<file path="src/rtl/riscalar_pkg.sv">
// Shared types for the ALU reservation station: AluFunc codes, default
// widths and the station entry layout.
package riscalar_pkg;

  localparam int XLEN_DEF  = 32;
  localparam int TAG_W_DEF = 4;

  typedef enum logic [3:0] {
    ALU_ADD  = 4'd0,
    ALU_SUB  = 4'd1,
    ALU_AND  = 4'd2,
    ALU_OR   = 4'd3,
    ALU_XOR  = 4'd4,
    ALU_SLT  = 4'd5,
    ALU_SLTU = 4'd6,
    ALU_SLL  = 4'd7,
    ALU_SRL  = 4'd8,
    ALU_SRA  = 4'd9
  } alu_func_e;

  // func is kept as a raw 4-bit code: codes 10-15 are carried through
  // untouched, so the field must not be restricted to the enum's members.
  typedef struct packed {
    logic                 valid;
    logic [3:0]           func;
    logic [TAG_W_DEF-1:0] dest_tag;
    logic                 src1_rdy;
    logic [TAG_W_DEF-1:0] src1_tag;
    logic [XLEN_DEF-1:0]  src1_val;
    logic                 src2_rdy;
    logic [TAG_W_DEF-1:0] src2_tag;
    logic [XLEN_DEF-1:0]  src2_val;
  } rs_entry_t;

endpackage

</file>
<file path="src/rtl/alu_rs_oldest_ready_sel.sv">
// Oldest-ready picker: among entries flagged ready, returns the one with
// the smallest age rank (rank 0 = oldest resident entry).
module rs_oldest_ready_sel #(
  parameter int DEPTH = 4,
  parameter int IDX_W = $clog2(DEPTH)
) (
  input  logic [DEPTH-1:0]            ready_in,
  input  logic [DEPTH-1:0][IDX_W-1:0] age_in,
  output logic                        found_out,
  output logic [IDX_W-1:0]            idx_out
);

  logic [IDX_W-1:0] best_age;

  // linear scan keeping the minimum age among ready entries
  always_comb begin
    found_out = 1'b0;
    idx_out   = '0;
    best_age  = '0;
    for (int i = 0; i < DEPTH; i++) begin
      if (ready_in[i] && (!found_out || age_in[i] < best_age)) begin
        found_out = 1'b1;
        idx_out   = IDX_W'(i);
        best_age  = age_in[i];
      end
    end
  end

endmodule

</file>
<file path="src/rtl/alu_rs.sv">
// ALU reservation station. Buffers dispatched ops, snoops the CDB for
// pending operands and issues the oldest ready op through a one-entry
// output register.
// Optional build macro ALU_RS_WAKEUP_BYPASS_EN: lets select treat a CDB
// broadcast as already-captured, cutting CDB-to-issue latency to 1 cycle.
// XLEN/TAG_W must stay at the riscalar_pkg defaults since rs_entry_t is
// sized from them.
module alu_rs
  import riscalar_pkg::*;
#(
  parameter int DEPTH = 4,
  parameter int XLEN  = XLEN_DEF,
  parameter int TAG_W = TAG_W_DEF
) (
  input  logic                       clk_in,
  input  logic                       rst_n_in,
  input  logic                       flush_in,
  input  logic                       disp_valid_in,
  output logic                       disp_ready_out,
  input  logic [3:0]                 disp_func_in,
  input  logic [TAG_W-1:0]           disp_dest_tag_in,
  input  logic                       disp_src1_rdy_in,
  input  logic [XLEN-1:0]            disp_src1_val_in,
  input  logic [TAG_W-1:0]           disp_src1_tag_in,
  input  logic                       disp_src2_rdy_in,
  input  logic [XLEN-1:0]            disp_src2_val_in,
  input  logic [TAG_W-1:0]           disp_src2_tag_in,
  input  logic                       cdb_valid_in,
  input  logic [TAG_W-1:0]           cdb_tag_in,
  input  logic [XLEN-1:0]            cdb_data_in,
  output logic                       issue_valid_out,
  input  logic                       issue_ready_in,
  output logic [3:0]                 issue_func_out,
  output logic [XLEN-1:0]            issue_rval1_out,
  output logic [XLEN-1:0]            issue_rval2_out,
  output logic [TAG_W-1:0]           issue_tag_out,
  output logic [$clog2(DEPTH+1)-1:0] count_out
);

  localparam int IDX_W = $clog2(DEPTH);
  localparam int CNT_W = $clog2(DEPTH+1);

  rs_entry_t                 ent_q [DEPTH];
  rs_entry_t                 ent_d [DEPTH];
  // age rank: number of resident entries older than this one
  logic [DEPTH-1:0][IDX_W-1:0] age_q, age_d;
  logic [CNT_W-1:0]          count_q, count_d;

  logic                      out_valid_q, out_valid_d;
  logic [3:0]                out_func_q, out_func_d;
  logic [XLEN-1:0]           out_rv1_q, out_rv1_d;
  logic [XLEN-1:0]           out_rv2_q, out_rv2_d;
  logic [TAG_W-1:0]          out_tag_q, out_tag_d;

  logic                      disp_acc;
  logic [IDX_W-1:0]          free_idx;
  logic [DEPTH-1:0]          s1_hit, s2_hit, sel_ready;
  logic                      sel_found, load;
  logic [IDX_W-1:0]          sel_idx;
  rs_entry_t                 sel_ent, new_ent;
  logic [XLEN-1:0]           sel_rv1, sel_rv2;

  assign disp_ready_out = (count_q < CNT_W'(DEPTH));
  assign disp_acc       = disp_valid_in && disp_ready_out;

  // lowest invalid slot receives the next dispatch
  always_comb begin
    free_idx = '0;
    for (int i = DEPTH-1; i >= 0; i--) begin
      if (!ent_q[i].valid) free_idx = IDX_W'(i);
    end
  end

  // per-entry CDB match on pending sources, and selectability
  always_comb begin
    s1_hit    = '0;
    s2_hit    = '0;
    sel_ready = '0;
    for (int i = 0; i < DEPTH; i++) begin
      s1_hit[i] = cdb_valid_in && !ent_q[i].src1_rdy && (ent_q[i].src1_tag == cdb_tag_in);
      s2_hit[i] = cdb_valid_in && !ent_q[i].src2_rdy && (ent_q[i].src2_tag == cdb_tag_in);
`ifdef ALU_RS_WAKEUP_BYPASS_EN
      sel_ready[i] = ent_q[i].valid && (ent_q[i].src1_rdy || s1_hit[i])
                                    && (ent_q[i].src2_rdy || s2_hit[i]);
`else
      sel_ready[i] = ent_q[i].valid && ent_q[i].src1_rdy && ent_q[i].src2_rdy;
`endif
    end
  end

  rs_oldest_ready_sel #(
    .DEPTH (DEPTH),
    .IDX_W (IDX_W)
  ) u_sel (
    .ready_in  (sel_ready),
    .age_in    (age_q),
    .found_out (sel_found),
    .idx_out   (sel_idx)
  );

  assign sel_ent = ent_q[sel_idx];
  assign load    = sel_found && (!out_valid_q || issue_ready_in);

  // operand values handed to the output register (CDB forwarded if bypassing)
  always_comb begin
    sel_rv1 = sel_ent.src1_val;
    sel_rv2 = sel_ent.src2_val;
`ifdef ALU_RS_WAKEUP_BYPASS_EN
    if (!sel_ent.src1_rdy) sel_rv1 = cdb_data_in;
    if (!sel_ent.src2_rdy) sel_rv2 = cdb_data_in;
`endif
  end

  // incoming entry, including a capture of a same-cycle CDB broadcast
  always_comb begin
    new_ent          = '0;
    new_ent.valid    = 1'b1;
    new_ent.func     = disp_func_in;
    new_ent.dest_tag = disp_dest_tag_in;
    new_ent.src1_rdy = disp_src1_rdy_in;
    new_ent.src1_tag = disp_src1_tag_in;
    new_ent.src1_val = disp_src1_val_in;
    new_ent.src2_rdy = disp_src2_rdy_in;
    new_ent.src2_tag = disp_src2_tag_in;
    new_ent.src2_val = disp_src2_val_in;
    if (!disp_src1_rdy_in && cdb_valid_in && (disp_src1_tag_in == cdb_tag_in)) begin
      new_ent.src1_rdy = 1'b1;
      new_ent.src1_val = cdb_data_in;
    end
    if (!disp_src2_rdy_in && cdb_valid_in && (disp_src2_tag_in == cdb_tag_in)) begin
      new_ent.src2_rdy = 1'b1;
      new_ent.src2_val = cdb_data_in;
    end
  end

  // next state: wakeup, move to output register, dispatch, flush
  always_comb begin
    ent_d       = ent_q;
    age_d       = age_q;
    count_d     = count_q + CNT_W'(disp_acc) - CNT_W'(load);
    out_valid_d = out_valid_q;
    out_func_d  = out_func_q;
    out_rv1_d   = out_rv1_q;
    out_rv2_d   = out_rv2_q;
    out_tag_d   = out_tag_q;

    for (int i = 0; i < DEPTH; i++) begin
      if (ent_q[i].valid) begin
        if (s1_hit[i]) begin
          ent_d[i].src1_rdy = 1'b1;
          ent_d[i].src1_val = cdb_data_in;
        end
        if (s2_hit[i]) begin
          ent_d[i].src2_rdy = 1'b1;
          ent_d[i].src2_val = cdb_data_in;
        end
      end
    end

    if (load) begin
      ent_d[sel_idx].valid = 1'b0;
      for (int i = 0; i < DEPTH; i++) begin
        if (ent_q[i].valid && (age_q[i] > age_q[sel_idx])) age_d[i] = age_q[i] - IDX_W'(1);
      end
      out_valid_d = 1'b1;
      out_func_d  = sel_ent.func;
      out_rv1_d   = sel_rv1;
      out_rv2_d   = sel_rv2;
      out_tag_d   = sel_ent.dest_tag;
    end else if (issue_ready_in) begin
      out_valid_d = 1'b0;
    end

    if (disp_acc) begin
      ent_d[free_idx] = new_ent;
      age_d[free_idx] = IDX_W'(count_q - CNT_W'(load));
    end

    if (flush_in) begin
      for (int i = 0; i < DEPTH; i++) ent_d[i].valid = 1'b0;
      count_d     = '0;
      out_valid_d = 1'b0;
      out_func_d  = '0;
      out_rv1_d   = '0;
      out_rv2_d   = '0;
      out_tag_d   = '0;
    end
  end

  // state registers
  always_ff @(posedge clk_in or negedge rst_n_in) begin
    if (!rst_n_in) begin
      for (int i = 0; i < DEPTH; i++) ent_q[i] <= '0;
      age_q       <= '0;
      count_q     <= '0;
      out_valid_q <= 1'b0;
      out_func_q  <= '0;
      out_rv1_q   <= '0;
      out_rv2_q   <= '0;
      out_tag_q   <= '0;
    end else begin
      for (int i = 0; i < DEPTH; i++) ent_q[i] <= ent_d[i];
      age_q       <= age_d;
      count_q     <= count_d;
      out_valid_q <= out_valid_d;
      out_func_q  <= out_func_d;
      out_rv1_q   <= out_rv1_d;
      out_rv2_q   <= out_rv2_d;
      out_tag_q   <= out_tag_d;
    end
  end

  assign issue_valid_out = out_valid_q;
  assign issue_func_out  = out_func_q;
  assign issue_rval1_out = out_rv1_q;
  assign issue_rval2_out = out_rv2_q;
  assign issue_tag_out   = out_tag_q;
  assign count_out       = count_q;

endmodule

</file>
<file path="config.mk">
export PLATFORM = sky130hd
export DESIGN_NAME = alu_rs
export DESIGN_NICKNAME = d
export VERILOG_FILES = /design/src/rtl/riscalar_pkg.sv /design/src/rtl/alu_rs_oldest_ready_sel.sv /design/src/rtl/alu_rs.sv
export SDC_FILE = /design/constraint.sdc
export NUM_CORES = 1
export LEC_CHECK = 0
export CORE_ASPECT_RATIO = 2
export CORE_MARGIN = 2
export CORE_UTILIZATION = 38
export CTS_CLUSTER_DIAMETER = 30
export DETAILED_ROUTE_END_ITERATION = 10
export GPL_ROUTABILITY_DRIVEN = 0
export PLACE_DENSITY = 0.64
export SETUP_SLACK_MARGIN = 0.02
export SLEW_MARGIN = 10
export SYNTH_ARGS = -nofsm -noshare
export SYNTH_HDL_FRONTEND = slang
export SYNTH_HIERARCHICAL = 1
export SYNTH_SLANG_ARGS = --single-unit
</file>
<file path="constraint.sdc">
create_clock -name clk_in -period 9.2 [get_ports clk_in]
set_clock_uncertainty 0.2 [all_clocks]
set_input_delay 2.3 -clock clk_in [delete_from_list [all_inputs] [get_ports clk_in]]
set_output_delay 2.3 -clock clk_in [all_outputs]
set_load 0.01 [all_outputs]
</file>
**Word level (Yosys, flattened, before mapping)**

Cells that the tools add are included.
W data, S select, Z words.

- Output and inout bits: 77
- Logic and storage cells: 224
- Bits in registers: 416
- Input bits: 124

- Mux-type cells: 84
- Order comparisons: 15
- Equality and inequality tests: 10
- Reductions and logical operators: 60
- Bitwise logic cells: 2
- Add/subtract/negate cells: 7

Operators with widths:

| cell | number |
|---|---|
| $bwmux W332 | 2 |
| $mux W332 | 2 |
| $mux W32 | 18 |
| $demux W83 S2 | 2 |
| $bmux W83 S2 | 1 |
| $mux W83 | 2 |
| $mux W82 | 2 |
| $mux W33 | 4 |
| $eq A4 B4 Y1 | 10 |
| $logic_and A1 B1 Y1 | 40 |
| $mux W2 | 15 |
| $mux W1 | 26 |
| $mux W4 | 4 |
| $mux W8 | 2 |
| $logic_not A1 Y1 | 14 |
| $bwmux W8 | 1 |
| $gt A2 B2 Y1 | 4 |
| $sub A2 B1 Y2 const B | 4 |
| $ge A3 B3 Y1 const B | 2 |
| $lt A2 B2 Y1 | 3 |
| $lt A2 B3 Y1 const B | 2 |
| $lt A3 B1 Y1 const B | 2 |
| $not A2 Y3 | 2 |
| $bmux W2 S2 | 1 |
| other kinds (10) | 13 |

**Longest topological paths before layout**

- Depth after elaboration: 25
- Gate-level depth with buffers: 28
- Gate-level depth less buffers: 25

**Cells and area by module**

The synthesis kept the hierarchy.

By module, submodules not included:

| module | instances | sequential area each (um^2) | cells an instance | area each (um^2) |
|---|---|---|---|---|
| alu_rs | 1 | 10410.0 | 1873 | 20398.3 |
| rs_oldest_ready_sel | 1 | 0.0 | 31 | 224.0 |

**Worst setup path after synthesis**

OpenSTA, ideal clock, no wires.

- Path kind: reg-to-reg
- Start point: reg, netlist name ent_q[331]
- End point: reg age_q[1] (netlist name)
- Buffers on the path: 3
- Required time: 8.856 ns
- Period minus slack after synthesis: 5.770 ns
- Library setup time: 0.144 ns
- Setup slack: 3.430 ns
- Arrival: 5.426 ns
- Stages on the path, launching flop included: 29
- Cells stage by stage: dfrtp_1 and3_1 nand2_1 ha_1 a21oi_1 o21ai_1 mux2_4 ha_1 nor2_1 nand2_1 a21oi_1 nand2b_4 mux2_4 ha_1 a311o_1 a31oi_1 o21ai_1 o21ai_1 clkbuf_1 buf_2 buf_2 mux4_2 inv_1 ha_1 nand2_1 nand2_1 nor4_1 xnor2_1 o21ai_0

RTL lines:

| what | line | text |
|---|---|---|
| end signal: assignment | alu_rs.sv:203 | `age_q <= age_d;` |
| end: declaration | alu_rs.sv:46 | `logic [DEPTH-1:0][IDX_W-1:0] age_q, age_d;` |

**Final worst setup path**

- Start point: reg, netlist name ent_q[331]
- End point: reg out_func_q[1], in the netlist issue_func_out[1]

- Word-level cells in the longest chain between the ends: 21
- Elaborated cells on any way between the ends: 32
- Those cells by class: order compare: 3; mux: 15; bitwise: 1; reduce/logical: 13

RTL lines:

| what | line | text |
|---|---|---|
| $logic_and A1 B1 Y1 (*) (2 in a row) | alu_rs.sv:86 | `sel_ready[i] = ent_q[i].valid && ent_q[i].src1_rdy && ent_q[i].src2_rdy;` |
| named net sel_ready[0] | alu_rs.sv:57 | `logic [DEPTH-1:0] s1_hit, s2_hit, sel_ready;` |
| $mux W2 / $mux W1 (equally long branches) | alu_rs_oldest_ready_sel.sv:21 | `if (ready_in[i] && (!found_out \|\| age_in[i] < best_age)) begin` |
| $lt A2 B2 Y1 / $logic_not A1 Y1 (equally long branches) | alu_rs_oldest_ready_sel.sv:21 |  |
| $logic_or A1 B1 Y1 | alu_rs_oldest_ready_sel.sv:21 |  |
| $logic_and A1 B1 Y1 | alu_rs_oldest_ready_sel.sv:21 |  |
| $mux W2 / $mux W1 (equally long branches) | alu_rs_oldest_ready_sel.sv:21 |  |
| $lt A2 B2 Y1 / $logic_not A1 Y1 (equally long branches) | alu_rs_oldest_ready_sel.sv:21 |  |
| [5 not listed] | - |  |
| $logic_and A1 B1 Y1 | alu_rs_oldest_ready_sel.sv:21 |  |
| $mux W2 (*) | alu_rs_oldest_ready_sel.sv:21 |  |
| named net sel_idx[0] | alu_rs.sv:59 | `logic [IDX_W-1:0] sel_idx;` |
| $not A2 Y3 (not written as such) (*) | alu_rs.sv:101 | `assign sel_ent = ent_q[sel_idx];` |
| $bmux W83 S2 (*) | alu_rs.sv:101 |  |
| $mux W82 (not written as such) (*) (2 in a row) | alu_rs.sv:101 |  |
| $mux W4 (*) | alu_rs.sv:160 | `if (load) begin` |
| $mux W4 (*) | alu_rs.sv:179 | `if (flush_in) begin` |
| end signal: assignment | alu_rs.sv:206 | `out_func_q <= out_func_d;` |
| end: declaration | alu_rs.sv:50 | `logic [3:0] out_func_q, out_func_d;` |

Mark *: on every way through the listed nets, which the timed path passes. The rest lies on a longest branch. The select of a mux whose other input is x is not followed.
A chain may end at the register's enable or synchronous reset.

==> impl_metrics.csv <==
group,metric,value,unit
sta,worstMarginPinSlew,1.29,ns
flow_run,maxCapViolCount,0,
worst_hold_path,hold_depth,2,
synth,synth_ff_type,"dfrtp_1",
clocking,cts.path.max_buffers,3,
worst_hold_path,hp-class,"flop to flop",
sta,final.min_clock_period,6.68,ns
global_routing,grt_pass1_wl,111,mm
die,io-pin-count,201,
drt,drc_errors,0,
drt,wire_per_inst,26.6,um
synth,synth_cells,1904,
clocking,cts_tree,"built",
synth,ys_seq_elements,416,
pwr,p_total,6.60,mW
critical_path,reg2reg_from,"ent_q[331]$_DFF_PN0_",
clocking,htree_levels,2,
clocking,ctsHoldBuffers,0,
clocking,insertion_delay,0.60,ns
critical_path,worstPathMaxFanout,35,
synth,synth_edf_count,0,
clocking,clkTransAtPathRegs,0.06,ns
critical_path,setup.worst_path.end,"issue_func_out[1]$_DFFE_PN0P_",
critical_path,crit_family,"buffers and inverters",
sta,fmax,0.150,GHz
sta,rsz0062_at_grt,"false",
critical_path,max_stage_delay,0.78,ns
critical_path,crit_type,"flop to flop",
final_layout,area_growth,21.2,%
drt,drt_iter0_markers,2081,
synth,yosysSeqAreaShare,50.5,%
die,die_area,56300,um2
run_status,outcome,"complete, no violations",
drt,postRouteWirelength,72.9,mm
clocking,cts_made_buffers,52,
pwr,p_leak,10.7,nW
final_layout,drive_above_1_share,22.6,%
die,core,53600,um2
die,die_y,333,um
final_layout,layout_common_cells,"416 x dfrtp_1, 330 x nand2_1, 198 x clkdlybuf4s50_1, 192 x o221a_2, 160 x or3_1",
global_routing,grt_max_degree,161,
critical_path,worstPathCellList,"and3_1, nand2_1, ha_1, a21oi_1, o21ai_1, mux2_4, ha_1, nor2_1, nand2_1, a21oi_1, nand2b_4, mux2_4, ha_1, a311o_1, a31oi_1, o21ai_1, o21ai_4, buf_4, buf_4, mux4_2, nand2_1, a21oi_1",
placed_design,dp_slack,2.52,ns
critical_path,cp_slowest_cell,"buf_4",
synth,synth.distinct_cells,55,
drt,first_pass_iters,9,
die,start_util,38.5,%
drt,viasPerCell,6.24,
critical_path,end_kind,"flop",
sta,fin_crit_sh,72.6,%
die,row_count,120,
critical_path,cp.depth,22,
critical_path,critPathBufInv,2,
sta,drv_slew,0,
pwr,irDropWorstVdd,0.127,mV
drt,antenna_left,0,
final_layout,final_common_cell,"dfrtp_1",
pwr,p_per_area,264,nW/um2
critical_path,startpoint_type,"flop",
sta,fin_tns_setup,0,ns
sta,fin_ws,2.52,ns
clocking,post_cts_resize_count,0,
global_routing,antenna_found_initial,9,
global_routing,overflow,0,
clocking,post_cts_buffers,0,
synth,synth_top_area_share,50.5,%
synth,syn_area,20600,um2
synth,yosysWarnings,6,
synth,synth_area_leader_cell,"dfrtp_1",
critical_path,arrival,6.90,ns
critical_path,worstPathRequired,9.42,ns
critical_path,critPathLaunch,"ent_q[331]$_DFF_PN0_",
sta,hold_violations,0,
clocking,cts.sinks,416,
die,die_w,169,um
drt,route.vias.total,17090,
placed_design,dp_hpwl,43.7,mm
placed_design,portBuffers,200,
synth,avgSynthCellArea,10.8,um2
critical_path,r2r_setup_slack,2.52,ns
sta,finalSetupViolCount,0,
critical_path,reg2reg_depth,22,
synth,ys_top_cells_by_area,"dfrtp_1 50%, o221a_2 10%, mux4_2 8.1%, nand2_1 6.1%, or3_1 4.9%",
global_routing,grt_usage,25.8,%
global_routing,grt_pass1_vias,17996,
clocking,cts_root_buf,"clkbuf_16",
sta,relSlewSlack,13.7,%
synth,async_flop_share,100,%
critical_path,timing.rr.end,"issue_func_out[1]$_DFFE_PN0P_",
final_layout,nets,2161,
synth,syn_nets,2043,
## sequential cells by signal (all words and copies together) (netlist names)
register / cells
ent_q: 332
issue_rval1_out: 32
issue_rval2_out: 32
age_q: 8
issue_func_out: 4
issue_tag_out: 4
count_out: 3
issue_valid_out: 1
## layout make-up
| type | instances | area [um2] |
|---|---|---|
| repair buffers | 229 | 2230 |
| inverters | 158 | 594 |
| multi-input cells | 1165 | 9080 |
| well taps | 671 | 840 |
| clock buffers | 60 | 1400 |
| fillers | 4826 | 28600 |
| diodes | 1 | 2.50 |
| flip-flops and latches | 416 | 10400 |
| clock inverters | 37 | 434 |
## stage by stage
step                      util (%)  instances  instance area [um2]  hold WS (ns)
after global routing          46.6       2737                25000         0.307
after CTS                     46.6       2736                25000         0.273
final                         46.6       2737                25000         0.271
after detailed placement      43.2       2639                23200         0.257
after floorplan                  -       1904                20600         0.240
after global placement        43.2       2639                23200         0.252
## worst min-delay path by stage
stage	start	end	slack [ns]
final	ent_q[157]$_DFFE_PN0P_	ent_q[157]$_DFFE_PN0P_	0.27
after CTS	ent_q[157]$_DFFE_PN0P_	ent_q[157]$_DFFE_PN0P_	0.27
after detailed placement	ent_q[157]$_DFFE_PN0P_	ent_q[157]$_DFFE_PN0P_	0.26
after floorplan	ent_q[157]$_DFFE_PN0P_	ent_q[157]$_DFFE_PN0P_	0.24
after global placement	ent_q[327]$_DFFE_PN0P_	ent_q[327]$_DFFE_PN0P_	0.25
after global routing	ent_q[244]$_DFFE_PN0P_	ent_q[244]$_DFFE_PN0P_	0.31
## metal layers
metal  GRT usage [%]  wire length (um)
met2            44.6             36700
met4            13.9              4200
met5               0               100
met3            4.89              5870
met1            30.0             26100
## worst min-delay path: stages, from the launching register on
cell and delay [ns]:
dfrtp_1 0.34, nand2_1 0.05, nand2_1 0.05
## cells in the mapped netlist, types with 2 or more instances
cell type,count
nand2b_1,4
a21oi_1,88
a22oi_1,2
nand4_1,2
buf_2,30
inv_1,156
or2b_2,2
buf_6,5
or2_2,34
nor2_1,45
or3_1,161
xor2_1,11
o21ai_1,4
and3_1,5
o221a_2,192
xnor2_1,30
nand3_1,11
clkbuf_1,109
inv_2,2
o21ai_0,34
a222oi_1,65
buf_4,9
ha_1,14
buf_1,12
o31a_1,4
nor3_1,9
mux2_4,2
nor4_1,9
o22ai_1,2
mux4_2,74
dfrtp_1,416
o31ai_1,3
nand2_1,334
nor2b_1,3
## power breakdown
group	leakage (nW)	internal, mW	switching (mW)
Sequential	5.08	2.37	0.343
Combinational	4.78	0.967	0.751
Clock	0.891	1.27	0.906
## cell families after synthesis
logic type | after synthesis | share of synthesized area, %
AO/OA/AOI/OAI | 404 | 17.6
AND/OR/NAND/NOR | 627 | 14.5
XOR/XNOR | 41 | 1.74
flip-flops | 416 | 50.5
buffers and inverters | 323 | 6.41
adder cells (fa/ha/maj) | 15 | 0.947
multiplexers | 78 | 8.33
No activity file was read; power rests on OpenSTA's default activity.
